<file path="config.mk">
export PLATFORM = sky130hd
export DESIGN_NAME = alu_operand_stage
export DESIGN_NICKNAME = d
export VERILOG_FILES = /design/src/rtl/alu_operand_stage.sv
export SDC_FILE = /design/constraint.sdc
export NUM_CORES = 1
export LEC_CHECK = 0
export ABC_AREA = 1
export BUFFER_PORTS_ARGS = -buffer_cell sky130_fd_sc_hd__buf_4
export CAP_MARGIN = 10
export CORE_ASPECT_RATIO = 1.1
export CORE_UTILIZATION = 45
export DETAILED_ROUTE_END_ITERATION = 6
export GPL_ROUTABILITY_DRIVEN = 0
export PLACE_DENSITY = 0.84
export SYNTH_ARGS = -nofsm -noshare
export SYNTH_HDL_FRONTEND = slang
export SYNTH_SLANG_ARGS = --single-unit
</file>
<file path="constraint.sdc">
create_clock -name clk -period 4.18 [get_ports clk]
set_input_delay 0.418 -clock clk [delete_from_list [all_inputs] [get_ports clk]]
set_output_delay 0.418 -clock clk [all_outputs]
set_load 0.02 [all_outputs]
</file>
<file path="src/rtl/alu_operand_stage.sv">
// alu_operand_stage
//   Registered operand/opcode stage feeding the 4-input ALU result mux.
//   Takes a command (A, B, op) over valid/ready, registers the four candidate
//   results (add, sub, and, or) plus the select, and holds them until the
//   consumer retires them. The mux output y is fed back into an accumulator
//   so chained commands can use the previous result as operand A.
//
// Ports
//   clk, rst_n          clock, async active-low reset
//   clear               sync clear of acc, op_count, out_valid
//   in_valid/in_ready   command handshake (in_ready = !out_valid || out_ready)
//   in_a, in_b, in_op   operands and op (0 add, 1 sub, 2 and, 3 or)
//   in_use_acc          take A from the accumulator (or y_fb on a same-cycle retire)
//   y_fb                mux result returned for accumulation
//   i0..i3, s           registered candidates and mux select
//   out_valid/out_ready result handshake
//   carry, borrow       flags of A+B and A-B
//   acc, op_count       accumulator and retired-operation counter
module alu_operand_stage #(
   parameter int WIDTH = 4,
   parameter int CNT_W = 8
) (
   input  logic             clk,
   input  logic             rst_n,
   input  logic             clear,
   input  logic             in_valid,
   output logic             in_ready,
   input  logic [WIDTH-1:0] in_a,
   input  logic [WIDTH-1:0] in_b,
   input  logic [1:0]       in_op,
   input  logic             in_use_acc,
   input  logic [WIDTH-1:0] y_fb,
   output logic [WIDTH-1:0] i0,
   output logic [WIDTH-1:0] i1,
   output logic [WIDTH-1:0] i2,
   output logic [WIDTH-1:0] i3,
   output logic [1:0]       s,
   output logic             out_valid,
   input  logic             out_ready,
   output logic             carry,
   output logic             borrow,
   output logic [WIDTH-1:0] acc,
   output logic [CNT_W-1:0] op_count
);

   logic             accept;
   logic             retire;
   logic [WIDTH-1:0] op_a;
   logic [WIDTH:0]   sum;
   logic [WIDTH:0]   diff;

   assign in_ready = !out_valid || out_ready;
   assign accept   = in_valid && in_ready;
   assign retire   = out_valid && out_ready;

   // On a back-to-back chain the result being retired this edge has not
   // reached acc yet, so take it straight from the mux feedback.
   always_comb begin
      op_a = in_a;
      if (in_use_acc) op_a = retire ? y_fb : acc;
   end

   // One extra bit: sum MSB is the carry, diff MSB is set exactly when A<B.
   assign sum  = {1'b0, op_a} + {1'b0, in_b};
   assign diff = {1'b0, op_a} - {1'b0, in_b};

   // Candidate/flag registers: only load on accept, which can only happen
   // when empty or retiring, so they are frozen while the consumer stalls.
   // clear does not touch them; out_valid going low is enough.
   always_ff @(posedge clk or negedge rst_n) begin
      if (!rst_n) begin
         i0     <= '0;
         i1     <= '0;
         i2     <= '0;
         i3     <= '0;
         s      <= '0;
         carry  <= 1'b0;
         borrow <= 1'b0;
      end else if (accept && !clear) begin
         i0     <= sum[WIDTH-1:0];
         i1     <= diff[WIDTH-1:0];
         i2     <= op_a & in_b;
         i3     <= op_a | in_b;
         s      <= in_op;
         carry  <= sum[WIDTH];
         borrow <= diff[WIDTH];
      end
   end

   // Control: out_valid is the whole EMPTY/FULL state; clear wins over
   // accept and retire.
   always_ff @(posedge clk or negedge rst_n) begin
      if (!rst_n) begin
         out_valid <= 1'b0;
         acc       <= '0;
         op_count  <= '0;
      end else if (clear) begin
         out_valid <= 1'b0;
         acc       <= '0;
         op_count  <= '0;
      end else begin
         out_valid <= accept || (out_valid && !retire);
         if (retire) begin
            acc      <= y_fb;
            op_count <= op_count + {{(CNT_W-1){1'b0}}, 1'b1};
         end
      end
   end

endmodule

</file>
# Yosys cells after proc, flatten, opt, wreduce, memory -nomap -nowiden
# Index checks and enable logic that the tools add are counted.
[totals] register_bits=33 inputBits=20 out_inout_bits=34 wordCells=31
[classes] n_addsub=3 n_mux=6 n_bitwise=2 reduce_logical=10
[ops] op="$mux 8" n=2
[ops] op="$mux 4" n=3
[ops] op="$add 8x1->8 const B" n=1
[ops] op="$add 4x4->5" n=1
[ops] op="$sub 4x4->5" n=1
[ops] op="$and 4x4->4" n=1
[ops] op="$logic_and 1x1->1" n=4
[ops] op="$or 4x4->4" n=1
[ops] op="$logic_not 1->1" n=3
[ops] op="$logic_or 1x1->1" n=2
[ops] op="$reduce_bool 2->1" n=1
[ops] op="$mux 1" n=1

# Depth between registers and ports, before layout
# Gate-level depths: netlist of run 1.
[depth] depth_word=5 depth_mapped=11

# Worst setup path before layout of run 1
# No wires, ideal clock.
[synth_timing] kind="register to register" start="register out_valid" end="register borrow" setup_time_ps=127 t_arrival_ps=1960 required_ps=4053 path_slack_ps=2094 path_stages_with_launch=8 path_buffers=0 synth_period_minus_slack_ps=2086 path_cell_list="dfrtp_1 nand2_2 mux2i_1 o21ai_0 inv_1 fa_1 o31ai_1 o21ai_0"
[synth_between] elab_chain_len=4 word_cells_on_any_way=8 cone_classes="add/sub (1); mux (2); reduce/logical (5)"
[synth_lines] item="from (decl)" line_no="38" rtl="output logic out_valid,"
[synth_lines] item="from (signal assigned)" line_no="102" rtl="out_valid <= accept || (out_valid && !retire);"
[synth_lines] item="$logic_and 1x1->1 / $logic_not 1->1 (equally long branches)" line_no="54, 52"
[synth_lines] item="$mux 4 / $logic_or 1x1->1 (equally long branches)"
[synth_lines] item="$mux 4 / $logic_and 1x1->1 (equally long branches)" line_no="60, 53"
[synth_lines] item="$sub 4x4->5 / $logic_and 1x1->1 (equally long branches)" line_no="65, 79"
[synth_lines] item="to (signal assigned)" line_no="86" rtl="borrow <= diff[WIDTH];"
[synth_lines] item="to (decl)" line_no="41" rtl="output logic borrow,"
# Several ways; a longest one is shown, not always the timed one.
# A chain may end at the register's enable or synchronous reset.

# Final worst setup path of run 1
# Ends and elaborated chain as after synthesis.

==> results_dict.tcl, run 1 <==
set metrics [dict create \
    grt_use_met1 0.248 \
    antenna_found_initial 0 \
    yosysTopAreaCellShare 0.473 \
    drtIter0Drc 80 \
    grt_pass1_wl_um 5980 \
    start_util 0.474 \
    fin_crit_ns 2.21 \
    wl_per_cell_um 12.5 \
    slew_violations 0 \
    final_antenna_net_count 0 \
    clock_sinks 33 \
    drv_cap 0 \
    fin_ws_ns 1.97 \
    finalClockSkew_ns 0.00276 \
    max_slew_margin 0.698 \
    preCtsSetupSlack_ns 1.85 \
    dpl.hpwl_um 2820 \
    fin_crit_sh 0.530 \
    die-area_sq_um 4130 \
    worst_path_dominant_cell_family "compound AO/OA/AOI/OAI gates" \
    hold_violations 0 \
    synth_edf_count 0 \
    syn_nets 233 \
    io_buffers 53 \
    design.portCount 54 \
    wirelength_um 3820 \
    firstDrtPassIters 4 \
    cp_slowest_stage_delay_ns 0.46 \
    yosysMostFrequentCell "nand2_1" \
    vias_per_cell 4.81 \
    outcome "completed" \
    p_leak_nw 1.24 \
    numCtsBuffers 5 \
    ys_top_cells_by_count "nand2_1 (51), dfrtp_1 (33), inv_1 (27)" \
    clock.fmax_ghz 0.452 \
    synth_cells 199 \
    die_w_um 61.4 \
    setup_violations 0 \
    drc 0 \
    grt_use_total 0.205 \
    die_h_um 67.3 \
    criticalPathCategory "flop to flop" \
    diodes 0 \
    crit_arrival_ns 2.37 \
    syn_to_final_growth_pct 29.1 \
    row_count 23 \
    post_cts_buffers 0 \
    clk_path_buf_depth 2 \
    cp_cell_sequence "nand2_2, mux2i_1, o21ai_0, inv_1, fa_1, o31ai_1, o21ai_0" \
    cts_tree "done" \
    grt_pass1_vias 1367 \
    num_vias 1468 \
    grt_setup_unrepaired "no" \
    coreArea_sq_um 3680 \
    synth_area_leaders "dfrtp_1 (47%), nand2_1 (11%), ha_1 (8.6%), inv_1 (5.8%), o21ai_0 (5.2%)" \
    synth_seq_cells 33 \
    crit_top_cell "o21ai_0" \
    async_reset_ff_frac 1.00 \
    worstMarginPinSlew_ns 0.451 \
    clock_latency_ns 0.29 \
    clk_pin_slew_ns 0.06 \
    critPathBufInv 1 \
    grt_use_met2 0.322 \
    path_max_fanout 10 \
    synthFlopType "dfrtp_1" \
    p_per_area_nw_per_um2 377 \
    ys_seq_area_frac 0.473 \
    fillers 356 \
    busiest_layer "met2" \
    avgSynthCellArea_sq_um 8.78 \
    cp.required_ns 4.33 \
    crit_slowest_cell "fa_1" \
    htreeDepth 2 \
    tns_ns 0 \
    grt_max_degree 34 \
    cts-resized-gates 0 \
    drive_above_1_share 0.263 \
    use_met3 0.0517 \
    overflow 0 \
    yosys.cell_types.count 23 \
    yosys.area.top_type "dfrtp_1" \
    cts_root_buf "clkbuf_8" \
    fin_nets 289 \
    ys.warnings.count 0 \
    holdCritPathClass "input port to asynchronous set/reset pin" \
    cp-start-kind "flop" \
    hold_buffers 0 \
    cp-end-kind "flop" \
    synth_area_sq_um 1750 \
    peakVddDrop_mv 0.228 \
]
## sequential cells by signal, summed over array words and instances (netlist names)
signal and flops:
op_count 8, acc 4, i0 4, i1 4, i2 4, i3 4
s 2, borrow 1, carry 1, out_valid 1
## cells by family (layout without fill, tap and decap cells)
group / count (synthesis) / in the layout / share of synthesized area
xor+xnor: 4 / 4 / 0.0201
fa+ha+maj: 14 / 14 / 0.109
flops: 33 / 33 / 0.473
buf+inv: 32 / 88 / 0.0824
compound gates: 32 / 32 / 0.101
mux: 3 / 3 / 0.0172
simple gates: 81 / 81 / 0.198
## worst paths after layout
path	startpoint	to	slack, ns	depth (start not counted)
max	out_valid$_DFF_PN0_	borrow$_DFFE_PN0P_	1.97	7
min	rst_n	carry$_DFFE_PN0P_	0.06	1
max reg2reg	out_valid$_DFF_PN0_	borrow$_DFFE_PN0P_	1.97	7
min reg2reg	i2[0]$_DFFE_PN0P_	i2[0]$_DFFE_PN0P_	0.48	2
max in group asynchronous	rst_n	i3[3]$_DFFE_PN0P_	3.80	1
min in group clk	in_op[0]	s[0]$_DFFE_PN0P_	0.33	3
## per-stage QoR
stage	hold WS, ns	util	cells	cell area, sq um	power (W)
after floorplan	0.122	-	199	1750	0.000514
after global placement	0.384	0.589	298	2170	0.000609
after detailed placement	0.389	0.589	298	2170	0.000614
after CTS	0.0754	0.612	305	2250	0.000857
after global routing	0.0904	0.612	305	2250	0.000894
final	0.0613	0.612	305	2250	0.000849
## cells in the final DEF (no fill, tap or decap)
master / synthesis / layout
fa_1: 2 / 2
nand2_2: 1 / 1
nor3_2: 2 / 2
a21oi_1: 9 / 9
xor2_1: 2 / 2
o21ai_0: 18 / 18
clkbuf_8: 0 / 6
nand3_1: 8 / 8
o21ai_2: 3 / 3
ha_1: 12 / 12
nor3_4: 1 / 1
a21boi_0: 1 / 1
o31ai_1: 1 / 1
nor2_1: 16 / 16
nand4_1: 1 / 1
buf_4: 0 / 53
mux2i_1: 3 / 3
nor3_1: 1 / 1
clkbuf_1: 0 / 1
inv_1: 27 / 27
inv_2: 1 / 1
nand2_1: 51 / 51
dfrtp_1: 33 / 33
xnor2_1: 2 / 2
## metal layers
layer / wire length, um / vias to the layer above
met2: 1950 / 32
met5: 0 / -
li1: - / 743
met4: 99 / 0
met1: 1620 / 684
met3: 151 / 9
## worst reg2reg max path, delay by kind of cell (launching register included)
family                     cells  cell delay [ns]
AOI/OAI and AO/OA              3             0.69
muxes                          1             0.13
DFF                            1             0.42
buffers and inverters          1             0.17
and+or+nand+nor                1             0.22
adders and majority gates      1             0.46
## area by class of cell
type                       count  area, sq um  share of cell area
sequential                    33          826               0.366
multi-input combinational    134          777               0.345
timing repair buffer          53          398               0.176
inverter                      28          105              0.0466
clock buffer                   7         86.3              0.0383
tap                           50         62.6              0.0277
## report_power, final
part	switching, W	internal [W]	total (W)
sequential	0.0000230	0.000357	0.000380
combinational	0.000132	0.0000960	0.000228
clock	0.000111	0.000130	0.000241
total	0.000265	0.000583	0.000849
Note: power is estimated with default switching activity, not from simulation.
==> run 2, diff against run 1 <==
--- a/config.mk
+++ b/config.mk
@@ -12,7 +12,7 @@
 export CORE_UTILIZATION = 45
 export DETAILED_ROUTE_END_ITERATION = 6
 export GPL_ROUTABILITY_DRIVEN = 0
-export PLACE_DENSITY = 0.84
+export PLACE_DENSITY = 0.86
 export SYNTH_ARGS = -nofsm -noshare
 export SYNTH_HDL_FRONTEND = slang
 export SYNTH_SLANG_ARGS = --single-unit
==> constraint.sdc (replaced) <==
create_clock -name clk -period 2 [get_ports clk]
set_input_delay 0.2 -clock clk [delete_from_list [all_inputs] [get_ports clk]]
set_output_delay 0.2 -clock clk [all_outputs]
set_load 0.02 [all_outputs]
==> run 2 against run 1 <==
  * Cell count increased by 2.0%
  * Wire length increased by 1.2%
  * Clock skew increased by 0.0046 ns
  * Clock power increased by 130%
  * Count of clock-buffer cells in the layout unchanged
  * Combinational power increased by 120%
  * Sequential share of layout area decreased by 1.2 points
  * Global-route usage increased by 0.10 points
  * Fmax increased by 11%
  * Die area unchanged
  * Highest routed layer unchanged
==> results_dict.tcl, run 2 (synthesis results as in run 1) <==
set metrics [dict create \
    outcome "completed" \
    reg2reg_depth 7 \
    fillers 332 \
    wirelength_um 3860 \
    reg2reg_to "borrow$_DFFE_PN0P_" \
    vias_per_cell 4.84 \
    htreeDepth 2 \
    cts_tree "done" \
    regToRegSetupSlack_ns 0.008 \
    regToRegStartpoint "out_valid$_DFF_PN0_" \
    numCtsBuffers 5 \
    grt_setup_unrepaired "yes" \
    p_leak_nw 1.27 \
    drv_cap 0 \
    final_area_sq_um 2330 \
    drive_above_1_share 0.299 \
    slew_violations 0 \
    fin_crit_sh 0.996 \
    num_vias 1504 \
    cp.required_ns 2.15 \
    p_total_w 0.00184 \
    peakVddDrop_mv 0.443 \
    antenna_found_initial 0 \
    cp-start-kind "flop" \
    grt_max_degree 34 \
    crit_arrival_ns 2.14 \
    die_w_um 61.4 \
    largest-register "op_count" \
    drc 0 \
    fin_nets 294 \
    cp_cell_sequence "nand2_2, mux2i_1, o21ai_0, ha_1, inv_1, o31ai_2, o21ai_0" \
    crit_top_cell "o21ai_0" \
    die_h_um 67.3 \
    dpl.hpwl_um 2960 \
    diodes 0 \
    start_util 0.474 \
    mostFrequentLayoutCell "buf_4" \
    cp_slowest_stage_delay_ns 0.40 \
    clk_path_buf_depth 2 \
    holdCritPathClass "input port to flop" \
    criticalPathCategory "flop to flop" \
    hold_violations 0 \
    grt_use_total 0.206 \
    clock_latency_ns 0.28 \
    setup_violations 0 \
    firstDrtPassIters 4 \
    die-area_sq_um 4130 \
    grt_pass1_wl_um 6240 \
    seqCellArea_sq_um 826 \
    overflow 0 \
    dpl-instance-area_sq_um 2200 \
    grt_pass1_vias 1482 \
    crit_slowest_cell "dfrtp_1" \
    path_max_fanout 5 \
    min_path_cells 3 \
    worstMarginPinSlew_ns 0.449 \
    io_buffers 53 \
    hp-start "in_op[0]" \
    cts_root_buf "clkbuf_8" \
    clock_sinks 33 \
    finalClockSkew_ns 0.00739 \
    clk_pin_slew_ns 0.07 \
    design.portCount 54 \
    row_count 23 \
    p_per_area_nw_per_um2 788 \
    min_to "s[0]$_DFFE_PN0P_" \
    clock.fmax_ghz 0.502 \
    largest_reg_flops 8 \
    final_cell_mix "buf_4 (57), nand2_1 (51), dfrtp_1 (33)" \
    cp-end-kind "flop" \
    syn_to_final_growth_pct 33.3 \
    max_slew_margin 0.700 \
    final_antenna_net_count 0 \
    coreArea_sq_um 3680 \
    wl_per_cell_um 12.4 \
    drtIter0Drc 57 \
    fin_crit_ns 1.99 \
    multiInputGateArea_sq_um 796 \
]
[run 2: cell count changes in the layout (fill, tap and decap cells not counted), moves of 2 or more]
| cell | previous run | this run |
|---|---|---|
| o21ai_1 | 0 | 2 |
| o21ai_2 | 3 | 5 |
| o21ai_0 | 18 | 14 |
| buf_4 | 53 | 57 |
[run 2: cell type report]
type,instances,share of cell area
Inverter,28,0.0451
Timing Repair Buffer,58,0.188
Tap cell,50,0.0269
Clock buffer,7,0.0414
Multi-Input combinational cell,134,0.342
Sequential cell,33,0.355
Clock inverter,1,0.00215
[run 2: critical path, delay by kind of cell, from the launching register on]
| family | cells | cell delay [ns] |
|---|---|---|
| AO/OA/AOI/OAI | 3 | 0.53 |
| adder cells (fa/ha/maj) | 1 | 0.39 |
| flip-flops | 1 | 0.40 |
| buffers and inverters | 1 | 0.10 |
| AND/OR/NAND/NOR | 1 | 0.14 |
| multiplexers | 1 | 0.29 |
[run 2: layer usage]
| layer | GRT usage | wire, um |
|---|---|---|
| met1 | 0.254 | 1640 |
| met2 | 0.337 | 1900 |
| met3 | 0.0383 | 204 |
| met4 | 0.111 | 124 |
| met5 | 0 | 0 |
[run 2: per-stage QoR]
stage	worst slack (ns)	hold slack (ns)	utilization	TNS (ns)	instances
2_1_floorplan	0.00324	-0.0956	-	0	199
3_3_place_gp	0.0855	0.163	0.597	0	302
3_5_place_dp	-0.0698	0.172	0.597	-0.0698	302
4_1_cts	0.0260	0.125	0.629	0	311
5_1_grt	-0.0384	0.146	0.632	-0.0384	311
6_report	0.00778	0.130	0.632	0	311
[run 2: repair_timing]
| action | CTS | global route |
|---|---|---|
| hold buffers | 1 | 0 |
| endpoints found under the hold margin | 33 | 0 |
| cloned | 0 | 0 |
| gates resized for setup | 3 | 5 |
| setup buffers | 0 | 0 |
| setup endpoints to repair | 2 | 4 |
[run 2: how the worst max path moves through the flow]
stage	startpoint	to	slack, ns	cells after the start
finish	out_valid$_DFF_PN0_	borrow$_DFFE_PN0P_	0.008	7
floorplan	out_valid$_DFF_PN0_	i1[3]$_DFFE_PN0P_	0.003	10
CTS	out_valid$_DFF_PN0_	borrow$_DFFE_PN0P_	0.03	7
global placement	out_valid$_DFF_PN0_	borrow$_DFFE_PN0P_	0.09	7
detailed placement	out_valid$_DFF_PN0_	borrow$_DFFE_PN0P_	-0.07	7
global route	out_valid$_DFF_PN0_	borrow$_DFFE_PN0P_	-0.04	7
[run 2: power breakdown]
group | internal [W] | leakage (nW) | switching, W
Clock | 0.000311 | 0.0542 | 0.000232
Combinational | 0.000212 | 0.789 | 0.000288
Sequential | 0.000746 | 0.426 | 0.0000468
Total | 0.00127 | 1.27 | 0.000567
